### src/rtl/imm_ext_pipe.sv
// Immediate-extension stage for the decode->execute path: widens an immediate in one of
// four modes and delivers it, with its tag, through a registered valid/ready output
// backed by a one-entry skid buffer.
module imm_ext_pipe #(
   parameter int IN_W  = 16,
   parameter int OUT_W = 32,
   parameter int SHIFT = 2,
   parameter int TAG_W = 5
) (
   input  logic             clk,
   input  logic             rst_n,
   input  logic             flush,
   input  logic             in_valid,
   output logic             in_ready,
   input  logic [IN_W-1:0]  in_imm,
   input  logic [1:0]       in_op,
   input  logic [TAG_W-1:0] in_tag,
   output logic             out_valid,
   input  logic             out_ready,
   output logic [OUT_W-1:0] out_data,
   output logic [TAG_W-1:0] out_tag
);

   localparam logic [1:0] OP_ZERO   = 2'b00;
   localparam logic [1:0] OP_SIGN   = 2'b01;
   localparam logic [1:0] OP_UPPER  = 2'b10;
   localparam logic [1:0] OP_BRANCH = 2'b11;

   logic [OUT_W-1:0] w_zext;
   logic [OUT_W-1:0] w_sext;
   logic [OUT_W-1:0] w_upper;
   logic [OUT_W-1:0] w_branch;
   logic [OUT_W-1:0] w_ext;
   logic             w_in_xfer;
   logic             w_out_xfer;

   logic             r_out_valid;
   logic [OUT_W-1:0] r_out_data;
   logic [TAG_W-1:0] r_out_tag;
   logic             r_skid_valid;
   logic [OUT_W-1:0] r_skid_data;
   logic [TAG_W-1:0] r_skid_tag;

   assign w_zext   = {{(OUT_W-IN_W){1'b0}}, in_imm};
   assign w_sext   = {{(OUT_W-IN_W){in_imm[IN_W-1]}}, in_imm};
   assign w_upper  = {in_imm, {(OUT_W-IN_W){1'b0}}};
   // Bits shifted past the MSB of the sign-extended value are intentionally dropped.
   assign w_branch = w_sext << SHIFT;

   always_comb begin
      w_ext = w_zext;
      case (in_op)
         OP_ZERO:   w_ext = w_zext;
         OP_SIGN:   w_ext = w_sext;
         OP_UPPER:  w_ext = w_upper;
         OP_BRANCH: w_ext = w_branch;
         default:   w_ext = w_zext;
      endcase
   end

   // Ready depends only on registered state, so out_ready never reaches in_ready.
   assign in_ready   = rst_n && !r_skid_valid;
   assign w_in_xfer  = in_valid && in_ready;
   assign w_out_xfer = r_out_valid && out_ready;

   always_ff @(posedge clk) begin
      if (!rst_n) begin
         r_out_valid  <= 1'b0;
         r_out_data   <= '0;
         r_out_tag    <= '0;
         r_skid_valid <= 1'b0;
         r_skid_data  <= '0;
         r_skid_tag   <= '0;
      end else if (flush) begin
         r_out_valid  <= 1'b0;
         r_skid_valid <= 1'b0;
      end else if (!r_out_valid || w_out_xfer) begin
         if (r_skid_valid) begin
            r_out_valid  <= 1'b1;
            r_out_data   <= r_skid_data;
            r_out_tag    <= r_skid_tag;
            r_skid_valid <= w_in_xfer;
            if (w_in_xfer) begin
               r_skid_data <= w_ext;
               r_skid_tag  <= in_tag;
            end
         end else if (w_in_xfer) begin
            r_out_valid <= 1'b1;
            r_out_data  <= w_ext;
            r_out_tag   <= in_tag;
         end else begin
            r_out_valid <= 1'b0;
         end
      end else if (w_in_xfer) begin
         r_skid_valid <= 1'b1;
         r_skid_data  <= w_ext;
         r_skid_tag   <= in_tag;
      end
   end

   assign out_valid = r_out_valid;
   assign out_data  = r_out_data;
   assign out_tag   = r_out_tag;

endmodule

### config.mk
export PLATFORM = sky130hd
export DESIGN_NAME = imm_ext_pipe
export DESIGN_NICKNAME = d
export VERILOG_FILES = /design/src/rtl/imm_ext_pipe.sv
export SDC_FILE = /design/constraint.sdc
export NUM_CORES = 1
export LEC_CHECK = 0
export CORE_UTILIZATION = 35
export DETAILED_ROUTE_END_ITERATION = 16
export PLACE_DENSITY = 0.65
export SYNTH_ARGS = -nofsm -noshare
export SYNTH_HDL_FRONTEND = slang
export SYNTH_SLANG_ARGS = --single-unit
### constraint.sdc
create_clock -name clk -period 1.96 [get_ports clk]
set_input_delay 0.49 -clock clk [delete_from_list [all_inputs] [get_ports clk]]
set_output_delay 0.49 -clock clk [all_outputs]
set_load 0.02 [all_outputs]
### Word-level counts from Yosys, hierarchy flattened

Index checks and enable logic that the tools add are counted.

| storage, ports and cells | value |
|---|---|
| register bits after elaboration | 76 |
| bits of input ports | 28 |
| output and inout port bits | 39 |
| logic and storage cells | 40 |

| operators by class | value |
|---|---|
| equal/unequal tests | 4 |
| multiplexer cells | 16 |
| bitwise logic cells | 2 |
| reductions and logical operators | 12 |

Operators with widths:

| operator | count |
|---|---|
| $mux 32 | 5 |
| $pmux 32 s4 | 1 |
| $mux 5 | 5 |
| $mux 1 | 5 |
| $eq 2x2->1 const B | 2 |
| $reduce_bool 2->1 | 2 |
| $logic_and 1x1->1 | 3 |
| $reduce_and 3->1 | 1 |
| $eq 2x1->1 const B | 1 |
| $logic_not 1->1 | 2 |
| $logic_not 2->1 | 1 |
| $ne 2x2->1 const B | 1 |
| $not 1->1 | 2 |
| $reduce_and 2->1 | 1 |
| $reduce_or 2->1 | 1 |
| $logic_or 1x1->1 | 1 |

### Logic depth before layout (Yosys ltp)

Gate-level depths: netlist of the first run.

| logic depth | value |
|---|---|
| word-level depth | 6 |
| mapped depth | 7 |
| mapped depth without buffers | 3 |

### Least setup slack after synthesis of the first run

OpenSTA, ideal clock, no wires.

| timing path | value |
|---|---|
| kind | input-to-output |
| from | input rst_n |
| to | output in_ready |
| arrival time | 1.203 ns |
| data required time | 1.470 ns |
| slack | 0.267 ns |
| cell stages on the path | 4 |
| path buffers | 2 |
| cells stage by stage | buf_2 inv_2 clkbuf_1 nor2_1 |

| between the ends | value |
|---|---|
| word-level cells in the longest chain between the ends | 1 |

Ends and longest elaborated chain:

| item | line | source |
|---|---|---|
| start: declaration | 11 | `input logic rst_n,` |
| $logic_and 1x1->1 | 62 | `assign in_ready = rst_n && !r_skid_valid;` |
| end: declaration | 14 | `output logic in_ready,` |

Every way passes these cells.

### Worst setup path in the final report of the first run

| timing path | value |
|---|---|
| from | register r_out_valid (netlist: out_valid) |
| to | output out_valid |

RTL lines:

| item | line | source |
|---|---|---|
| start: declaration | 37 | `logic r_out_valid;` |
| start signal: assignment | 68 | `r_out_valid <= 1'b0;` |
| start signal: assignment | 75 | `r_out_valid <= 1'b0;` |
| start signal: assignment | 79 | `r_out_valid <= 1'b1;` |
| end: declaration | 18 | `output logic out_valid,` |

No word-level cell between the ends.

==> run summary, run 1 <==
Status = finished clean
Gpl congestion = 0.787
FMAX = 540 MHz
Final WL = 10,600 microns
Layout area overhead = 30.8%
Fin. max-slew vios = 0
Mapped Cells = 385
Reg2Reg Depth = 3
Fraction of layout cells with a size suffix above 1 = 13.8%
Max Buffers Root-to-Sink = 2
CP peak stage delay = 0.62 ns
Synth warn = 0
Initial Util = 36.7%
CTS Buf Count = 9
Critical Path AT = 1.36 ns
Synthesized Nets = 413
ANT cells = 0
Worst Hold Class = register to register
Hold Violations, Final = 0
RR Endpoint = out_data[9]$_SDFFE_PN0P_
Die X = 104 microns
Final Cycle Share = 94.6%
Critical path capture point type = output pin
Vias = 3,396
Die height = 104 microns
GRT Total Usage = 19.8%
Post-DR vias/cell = 5.75
Clk slew on worst S/H paths = 0.09 ns
RSZ-0062 raised after global routing = no
Critical path depth = 1
Tmin final = 1.85 ns
CP Buf/Inv Count = 1
Crit-path cells = clkdlybuf4s50_1
Crit path kind = register to output pin
Final setup viols = 0
Core ar. = 0.00995 sq mm
Synthesis-stage register bit count = 76
Synth Flop Type = dfxtp_1
Routed length per instance = 17.9 microns
Cell family with most CP delay = buffers and inverters
Max-cap violation count = 0
Post-synthesis sequential area ratio = 41.6%
CTS tree = yes
Worst skew pair latency = 0.35 ns
FFs w/ async S/R, synth = 0%
Hold wc startpoint = r_skid_data[16]$_SDFFE_PN0P_
Crit path to = out_valid
Clock sink count = 76
Antenna viol nets, final = 0
Worst flop-to-flop path startpoint = r_skid_valid$_SDFFE_PP0P_
Crit start category = register
Vias in the first global route = 3,365
Fin Clk Skew = 0.0152 ns
H-Tree Depth = 3
CTS root buffer = clkbuf_8
Cts hold-fix bufs = 0
Critical Path RT = 1.47 ns
Die Footprint = 0.0109 sq mm
Setup crit start = out_valid$_SDFFE_PP0P_
Worst-margin pin slew = 0.529 ns
DRC = 0
Port buffer count = 66
Initial antenna violation count = 0
Most frequent cells in the layout = dfxtp_1 (75), a21oi_1 (68), clkdlybuf4s50_1 (65), nand2b_1 (31), a211oi_1 (31)
Commonest non-fill, non-tap cell in the layout = dfxtp_1
Slew HR = 64.8%
Netlist cell types = 34
Area of placed instances = 0.00457 sq mm
Avg Cell Area, Syn = 9.50 sq um
Slowest-stage cell, CP = clkdlybuf4s50_1
Top fanout value on the critical path = 5
R2R setup slack = 0.57 ns
Power Dens Cells = 729 mW/mm^2
I/O pins = 67
VDD IR max = 391 uV
Post-synth EDFFs = 0
Overflow after GRT = 0
First-pass GRT wire length = 17,200 microns
Fin nets = 481
Starting DRT DRC Count = 258
DP HPWL = 6960 microns
First-pass iteration count of the detailed router = 5
Post-Syn Area = 0.00366 sq mm
Rows = 36
Largest net degree at the start of global routing = 45
Leak = 0.00169 uW
Fin util = 48.0%
Fin area = 0.00478 sq mm
stage by stage:
step                setup TNS (ns)  worst slack [ns]  total power [uW]  instances  hold slack (ns)
floorplan                        0             0.267              1940        385            0.428
global placement             -4.21            -0.351              2190        575            0.444
detailed placement           -5.32            -0.346              2200        575            0.448
CTS                              0          0.000624              3510        591            0.460
global route                     0            0.0464              3620        591            0.489
finish                           0             0.107              3490        591            0.462
worst reg2reg max path, cell delays in order (launching register included):
cell and delay, ns:
dfxtp_2 0.42, buf_4 0.44, nand2b_1 0.14, a32o_1 0.27
how the worst min path moves through the flow:
stage | endpoint | slack, ns | cells past startpoint
global route | out_data[24]$_SDFFE_PN0P_ | 0.49 | 1
CTS | r_skid_data[16]$_SDFFE_PN0P_ | 0.46 | 2
global placement | r_skid_data[16]$_SDFFE_PN0P_ | 0.44 | 2
floorplan | r_skid_data[16]$_SDFFE_PN0P_ | 0.43 | 2
detailed placement | r_skid_data[16]$_SDFFE_PN0P_ | 0.45 | 2
finish | r_skid_data[16]$_SDFFE_PN0P_ | 0.46 | 2
layout make-up:
class | instances | area [sq um]
Sequential cell | 76 | 1520
Inverter | 3 | 11.3
Multi-Input combinational cell | 261 | 1840
Clock buffer | 12 | 145
Clock inverter | 4 | 72.6
Timing Repair Buffer | 102 | 1030
Fill cell | 950 | 5170
Tap cell | 133 | 166
per-layer routing:
metal	routed length, microns	vias to the layer above	track usage [%]	part of all wire, %
met5	0	-	0	0
li1	-	1604	-	-
met4	274	0	8.37	2.6
met3	573	24	3.82	5.4
met1	4810	1643	26.2	46
met2	4910	125	31.4	46
cell families after synthesis:
| kind of cell | after synthesis | synth area share [%] |
|---|---|---|
| DFF | 76 | 41.6 |
| AOI/OAI and AO/OA | 183 | 36.0 |
| and+or+nand+nor | 71 | 12.2 |
| buffers and inverters | 48 | 8.28 |
| muxes | 7 | 1.92 |
synth_stat cells, types with 2 or more instances:
cell type  instances  area (sq um)
a211o_1           28           245
a211oi_1          31           233
a211oi_2           6          75.1
a21oi_1           68           340
a31oi_1            8          50.1
a32o_1            28           280
and2_1             2          12.5
buf_2             14          70.1
buf_4             10          75.1
buf_6              9           101
clkbuf_1          12          45.0
dfxtp_1           76          1520
inv_1              2          7.51
mux2i_1            7          70.1
nand2_1            2          7.51
nand2b_1          31           194
nand3_1            6          30.0
nand4_1            3          18.8
nor2_1             3          11.3
nor2b_1           17           106
nor3b_1            2          15.0
o21ai_0            8          40.0
flip-flops by register name (all words and copies together), names as in the netlist:
register and cells:
out_valid 1, out_tag 5, out_data 32, r_skid_tag 5, r_skid_data 32, r_skid_valid 1
power by group:
part	internal [uW]	switching [uW]	total (uW)
clock network	751	570	1320
registers	1580	23.7	1610
logic	268	288	556
what timing repair did:
action / in CTS / in global routing
resized for setup: 3 / 1
setup buffers: 0 / 0
setup endpoints to repair: 1 / 1
endpoints found under the hold margin: 0 / 0
No activity file was read; power rests on OpenSTA's default activity.
==> inputs of run 2 (changes only) <==
--- a/config.mk
+++ b/config.mk
@@ -6,6 +6,7 @@
 export NUM_CORES = 1
 export LEC_CHECK = 0
 export CORE_UTILIZATION = 35
+export CTS_BUF_LIST = sky130_fd_sc_hd__clkbuf_16
 export DETAILED_ROUTE_END_ITERATION = 16
 export PLACE_DENSITY = 0.65
 export SYNTH_ARGS = -nofsm -noshare
==> run 2 against run 1 <==
Effect of this change:
- register-to-register slack barely moved
- worst hold slack got worse by 0.0040 ns
- maximum frequency is 1.1% higher
- cell count unchanged
- largest power group is now clock
- sequential power hardly changed
- non-clock buffer count did not move
- clock power rose by 30%
- sequential cell count unchanged
- critical path depth up 3
- global-route usage is 0.083 points higher
- clock skew down 0.0061 ns
- first-iteration DRC count shrank 0.78%
==> run summary, run 2 (same netlist as run 1, synthesis figures left out) <==
Critical path depth = 4 (+3)
Final setup viols = 0 (unchanged)
Initial antenna violation count = 0 (unchanged)
Critical path capture point type = output pin
Port buffer count = 66 (unchanged)
Largest net degree at the start of global routing = 45 (unchanged)
DP HPWL = 6960 microns (unchanged)
CTS tree = yes
Worst Hold Class = register to register
Final Cycle Share = 93.5% (-1.0 points)
RSZ-0062 raised after global routing = no
Vias in the first global route = 3,384 (+0.56%)
Sw Pwr = 937 uW (+6.3%)
Leak = 0.00174 uW (+2.9%)
Register area = 0.00152 sq mm (unchanged)
Non-filler cells, final = 591 (unchanged)
Worst Hold Path Cells = 2 (unchanged)
First-pass iteration count of the detailed router = 4 (-1)
Die Footprint = 0.0109 sq mm (unchanged)
FMAX = 546 MHz (+1.1%)
Internal Power = 2950 uW (+13%)
Starting DRT DRC Count = 256 (-0.78%)
Overflow after GRT = 0 (unchanged)
ANT cells = 0 (unchanged)
Die X = 104 microns (unchanged)
VDD IR max = 318 uV (-19%)
Tot Pwr = 3890 uW (+12%)
Routed length per instance = 18.0 microns (+0.60%)
Vias = 3,405 (+0.27%)
Setup crit start = rst_n
Fin Clk Skew = 0.00907 ns (-0.00608 ns)
Power Dens Cells = 798 mW/mm^2 (+9.5%)
Placed Instances = 575 (unchanged)
First-pass GRT wire length = 17,200 microns (+0.32%)
Fin. max-slew vios = 0 (unchanged)
Antenna viol nets, final = 0 (unchanged)
Layout area overhead = 33.3%
Crit start category = primary input
Gpl congestion = 0.787 (unchanged)
Status = finished clean
CTS root buffer = clkbuf_16
DRC = 0 (unchanged)
Crit-path cells = clkdlybuf4s50_1 > inv_2 > nor2_1 > buf_2
Core ar. = 0.00995 sq mm (unchanged)
Reg2Reg Depth = 3 (unchanged)
I/O pins = 67 (unchanged)
Max-cap violation count = 0 (unchanged)
Top fanout value on the critical path = 2 (-3)
Clk slew on worst S/H paths = 0.06 ns (-0.03 ns)
R2R setup slack = 0.58 ns (about the same)
CP peak stage delay = 0.49 ns (-0.13 ns)
Critical Path AT = 1.34 ns (-0.02 ns)
Commonest non-fill, non-tap cell in the layout = dfxtp_1
Worst flop-to-flop path startpoint = r_skid_valid$_SDFFE_PP0P_
Initial Util = 36.7% (unchanged)
Switching Fraction = 24.1% (-1.2 points)
Crit path to = in_ready
Critical Path RT = 1.47 ns (about the same)
Clock sink count = 76 (unchanged)
Post-DR vias/cell = 5.76 (+0.27%)
Tmin final = 1.83 ns (-0.0204 ns)
Crit path kind = primary input to output pin
Worst skew pair latency = 0.33 ns (-0.02 ns)
Final WL = 10,600 microns (+0.60%)
Footprint of the multi-input gates = 0.00184 sq mm (unchanged)
Slew HR = 64.2% (-0.58 points)
Worst-margin pin slew = 0.537 ns (+0.00871 ns)
H-Tree Depth = 3 (unchanged)
Rows = 36 (unchanged)
Clock share of power = 44.3% (+6.4 points)
Hold Violations, Final = 0 (unchanged)
RR Endpoint = out_data[13]$_SDFFE_PN0P_
GRT Total Usage = 19.9% (+0.083 points)
Cell family with most CP delay = buffers and inverters
Fraction of layout cells with a size suffix above 1 = 13.5% (-0.22 points)
Filler cells = 932 (-1.9%)
Max Buffers Root-to-Sink = 2 (unchanged)
Fin nets = 481 (unchanged)
Die height = 104 microns (unchanged)
CTS Buf Count = 9 (unchanged)
Power share of the combinational group = 14.3% (-1.7 points)
Flop pwr share = 41.4% (-4.7 points)
Slowest-stage cell, CP = clkdlybuf4s50_1
Most frequent cells in the layout = dfxtp_1 (75), a21oi_1 (68), clkdlybuf4s50_1 (65), nand2b_1 (31), a211oi_1 (31)
CP Buf/Inv Count = 3 (+2)
Setup bufs post-CTS = 0 (unchanged)
## run 2: routing by layer
layer  vias to the layer above  GRT usage [%]  wire length, microns  share of wire [%]
met5                         -              0                     0                  0
met4                         0           9.90                   223                2.1
met3                        15           2.82                   577                5.4
met2                       115           32.3                  5060                 48
met1                      1668           25.7                  4770                 45
li1                       1607              -                     -                  -
## run 2: worst min-delay path by stage
stage,startpoint,endpoint
5_1_grt,out_data[24]$_SDFFE_PN0P_,out_data[24]$_SDFFE_PN0P_
4_1_cts,r_skid_data[16]$_SDFFE_PN0P_,r_skid_data[16]$_SDFFE_PN0P_
3_3_place_gp,r_skid_data[16]$_SDFFE_PN0P_,r_skid_data[16]$_SDFFE_PN0P_
3_5_place_dp,r_skid_data[16]$_SDFFE_PN0P_,r_skid_data[16]$_SDFFE_PN0P_
2_1_floorplan,r_skid_data[16]$_SDFFE_PN0P_,r_skid_data[16]$_SDFFE_PN0P_
6_report,r_skid_data[16]$_SDFFE_PN0P_,r_skid_data[16]$_SDFFE_PN0P_
## run 2: layout make-up
type | count | share of cell area [%]
multi-input cells | 261 | 37.7
flip-flops and latches | 76 | 31.2
repair buffers | 102 | 21.1
clock buffers | 9 | 4.62
well taps | 133 | 3.41
clock inverters | 7 | 1.72
inverters | 3 | 0.231
## run 2: timing repair
action | CTS | global route
resized for setup | 3 | 1
gates cloned | 0 | 0
hold buffers | 0 | 0
endpoints found under the setup margin | 1 | 1
## run 2: worst min-delay path, stage by stage (launching register included)
cell and delay (ns):
dfxtp_1 0.31, nand2_1 0.06, o21ai_1 0.05
## run 2: power by group through the flow
stage	clock [uW]	combinational [uW]	sequential [uW]
finish	1720	556	1610
global route	1810	596	1610
CTS	1750	555	1610
detailed placement	0	552	1640
global placement	0	547	1640
floorplan	0	256	1680
## run 2: per-stage QoR
step / util (%) / setup TNS [ns] / cell area (sq um) / setup slack, ns / hold slack (ns)
2_1_floorplan: - / 0 / 3660 / 0.267 / 0.428
3_3_place_gp: 45.9 / -4.21 / 4570 / -0.351 / 0.444
3_5_place_dp: 45.9 / -5.32 / 4570 / -0.346 / 0.448
4_1_cts: 49.0 / 0 / 4880 / 0.000628 / 0.457
5_1_grt: 49.0 / 0 / 4870 / 0.0464 / 0.483
6_report: 49.0 / 0 / 4870 / 0.127 / 0.459
==> inputs of run 3 (changes only) <==
--- a/config.mk
+++ b/config.mk
@@ -5,6 +5,7 @@
 export SDC_FILE = /design/constraint.sdc
 export NUM_CORES = 1
 export LEC_CHECK = 0
+export ABC_AREA = 1
 export CORE_UTILIZATION = 35
 export CTS_BUF_LIST = sky130_fd_sc_hd__clkbuf_16
 export DETAILED_ROUTE_END_ITERATION = 16
==> run 3 against run 2 <==
Effect of this change:
- global-route usage shrank 2.3 points
- clock skew fell by 0.0026 ns
- register-to-register slack worse by 0.33 ns
- maximum frequency barely moved
- via count up 6.3%
- first-iteration DRC count fell by 37%
- largest power group unchanged
- largest cell class unchanged
==> run summary, run 3 <==
Status = finished clean
Mapped Cells = 584 (+52%)
Hold Violations, Final = 0 (unchanged)
Synth Flop Type = dfxtp_1
Slowest-stage cell, CP = clkdlybuf4s50_1
Tmin final = 1.83 ns (-0.00116 ns)
Crit path kind = register to output pin
GRT Total Usage = 17.6% (-2.3 points)
Post-synth EDFFs = 0 (unchanged)
Post-synthesis sequential area ratio = 40.5% (-1.1 points)
Post-Syn Area = 0.00376 sq mm (+2.8%)
Overflow after GRT = 0 (unchanged)
Worst setup margin = 0.128 ns (+0.00116 ns)
First-pass iteration count of the detailed router = 4 (unchanged)
Final Cycle Share = 93.5% (about the same)
CP Buf/Inv Count = 1 (-2)
Crit start category = register
Antenna viol nets, final = 0 (unchanged)
Hold Slack = 0.479 ns (+0.0206 ns)
Cts hold-fix bufs = 0 (unchanged)
Initial Util = 36.3% (-0.48 points)
Starting DRT DRC Count = 162 (-37%)
Gpl congestion = 0.753 (-4.3%)
Max-cap violation count = 0 (unchanged)
Max Buffers Root-to-Sink = 2 (unchanged)
Setup tns final = 0 ns (unchanged)
Slew HR = 61.3% (-2.9 points)
Final WL = 9350 microns (-12%)
Synthesized Nets = 612 (+48%)
RSZ-0062 raised after global routing = no
Placement Setup Slack = -0.0126 ns (+0.333 ns)
DP HPWL = 6300 microns (-9.6%)
Post-DR vias/cell = 4.63 (-20%)
Layout area overhead = 30.0%
Dominant cells by area after synthesis = dfxtp_1 (40%), nand2_1 (18%), nor2_1 (15%), o21ai_0 (4.8%), o21bai_1 (3.0%)
FMAX = 546 MHz (about the same)
Worst flop-to-flop path startpoint = r_skid_valid$_SDFFE_PP0P_
Commonest non-fill, non-tap cell in the layout = nand2_1
H-Tree Depth = 3 (unchanged)
Critical Path RT = 1.47 ns (about the same)
Port buffer count = 66 (unchanged)
Rows = 37 (+2.8%)
FFs w/ async S/R, synth = 0% (unchanged)
Critical Path AT = 1.34 ns (about the same)
Fin. max-slew vios = 0 (unchanged)
R2R setup slack = 0.25 ns (-0.33 ns)
CTS root buffer = clkbuf_16
CTS Buf Count = 9 (unchanged)
Cell family with most CP delay = buffers and inverters
Hold wc startpoint = r_skid_data[14]$_SDFFE_PN0P_
I/O pins = 67 (unchanged)
Fraction of layout cells with a size suffix above 1 = 7.29% (-6.3 points)
CP peak stage delay = 0.63 ns (+0.14 ns)
Largest net degree at the start of global routing = 58 (+29%)
Final setup viols = 0 (unchanged)
Worst Hold Class = register to register
Power Dens Cells = 816 mW/mm^2 (+2.2%)
Die X = 106 microns (+1.4%)
Tot Pwr = 3990 uW (+2.5%)
DRC = 0 (unchanged)
Commonest cells post-synth = nand2_1 (184), nor2_1 (146), dfxtp_1 (76), o21ai_0 (36), inv_1 (27)
Leak = 0.00223 uW (+28%)
CTS tree = yes
Fin nets = 668 (+39%)
Routed length per instance = 12.0 microns (-33%)
Clk slew on worst S/H paths = 0.06 ns (about the same)
Share of the synthesized area in the top cell type = 40.5% (-1.1 points)
Worst skew pair latency = 0.33 ns (about the same)
Synth warn = 0 (unchanged)
Most frequent cells in the layout = nand2_1 (184), nor2_1 (146), dfxtp_1 (75), clkdlybuf4s50_1 (64), o21ai_0 (36)
VDD IR max = 421 uV (+32%)
Critical path capture point type = output pin
Core ar. = 0.0104 sq mm (+4.2%)
Die height = 106 microns (+1.4%)
Avg Cell Area, Syn = 6.44 sq um (-32%)
Vias = 3,618 (+6.3%)
Worst-margin pin slew = 0.580 ns (+0.0430 ns)
Vias in the first global route = 3,375 (-0.27%)
ANT cells = 0 (unchanged)
Netlist cell types = 26 (-24%)
Synth area leader = dfxtp_1
Die Footprint = 0.0112 sq mm (+2.8%)
Crit-path cells = clkdlybuf4s50_1
Fin Clk Skew = 0.00647 ns (-0.00260 ns)
First-pass GRT wire length = 15,800 microns (-8.1%)
Setup crit start = out_valid$_SDFFE_PP0P_
Initial antenna violation count = 0 (unchanged)
Top fanout value on the critical path = 3 (+1)
Most common cell in the netlist = nand2_1
Synthesis-stage register bit count = 76 (unchanged)
Clock sink count = 76 (unchanged)
## run 3: cell types whose count changed after synthesis, sizes merged, moves of 28 or more
cell / delta
nand2b: -31
a211o: -28
nand2: +185
a32o: -28
a21oi: -49
o21ai: +35
nor2: +145
a211oi: -36
## run 3: path summary, 6_finish.rpt
| path | end | cells past startpoint |
|---|---|---|
| worst max-delay path | out_valid | 1 |
| worst min-delay path | r_skid_data[14]$_SDFFE_PN0P_ | 2 |
| worst max register to register | r_skid_data[20]$_SDFFE_PN0P_ | 9 |
| worst min register to register | r_skid_data[14]$_SDFFE_PN0P_ | 2 |
## run 3: area by class of cell
class | count | area, sq um
tap | 136 | 170
inverter | 30 | 115
sequential | 76 | 1520
clock buffer | 9 | 225
clock inverter | 7 | 113
multi-input combinational | 439 | 1880
fill | 1062 | 5480
timing repair buffer | 84 | 865
## run 3: report_power, final
group	total (uW)	switching, uW	leakage [uW]	internal [uW]
combinational	492	273	0.00144	219
clock	1880	646	0.000167	1240
sequential	1610	23.2	0.000617	1590
## run 3: kinds of logic after synthesis
kind of cell	count (synthesis)	share of synthesized area (%)
AND/OR/NAND/NOR	359	38.1
AO/OA/AOI/OAI	80	11.9
flip-flops	76	40.5
buffers and inverters	69	9.58
## run 3: routing by layer
metal / vias up / share of wire [%] / wire, microns / track usage [%]
met2: 80 / 45 / 4180 / 28.5
li1: 1914 / - / - / -
met5: - / 0 / 0 / 0
met3: 11 / 5.6 / 527 / 4.45
met4: 0 / 1.6 / 151 / 6.15
met1: 1613 / 48 / 4490 / 22.7
## run 3: repair_timing
action                     in CTS  in global routing
setup endpoints to repair       1                  0
gates resized for setup         1                  0
setup buffers                   0                  0
## run 3: metrics by stage
stage | cells | utilization (%) | instance area (sq um)
after floorplan | 584 | - | 3760
after global placement | 765 | 43.9 | 4550
after detailed placement | 765 | 43.9 | 4550
after CTS | 781 | 47.1 | 4890
after global routing | 781 | 47.1 | 4890
final | 781 | 47.1 | 4890
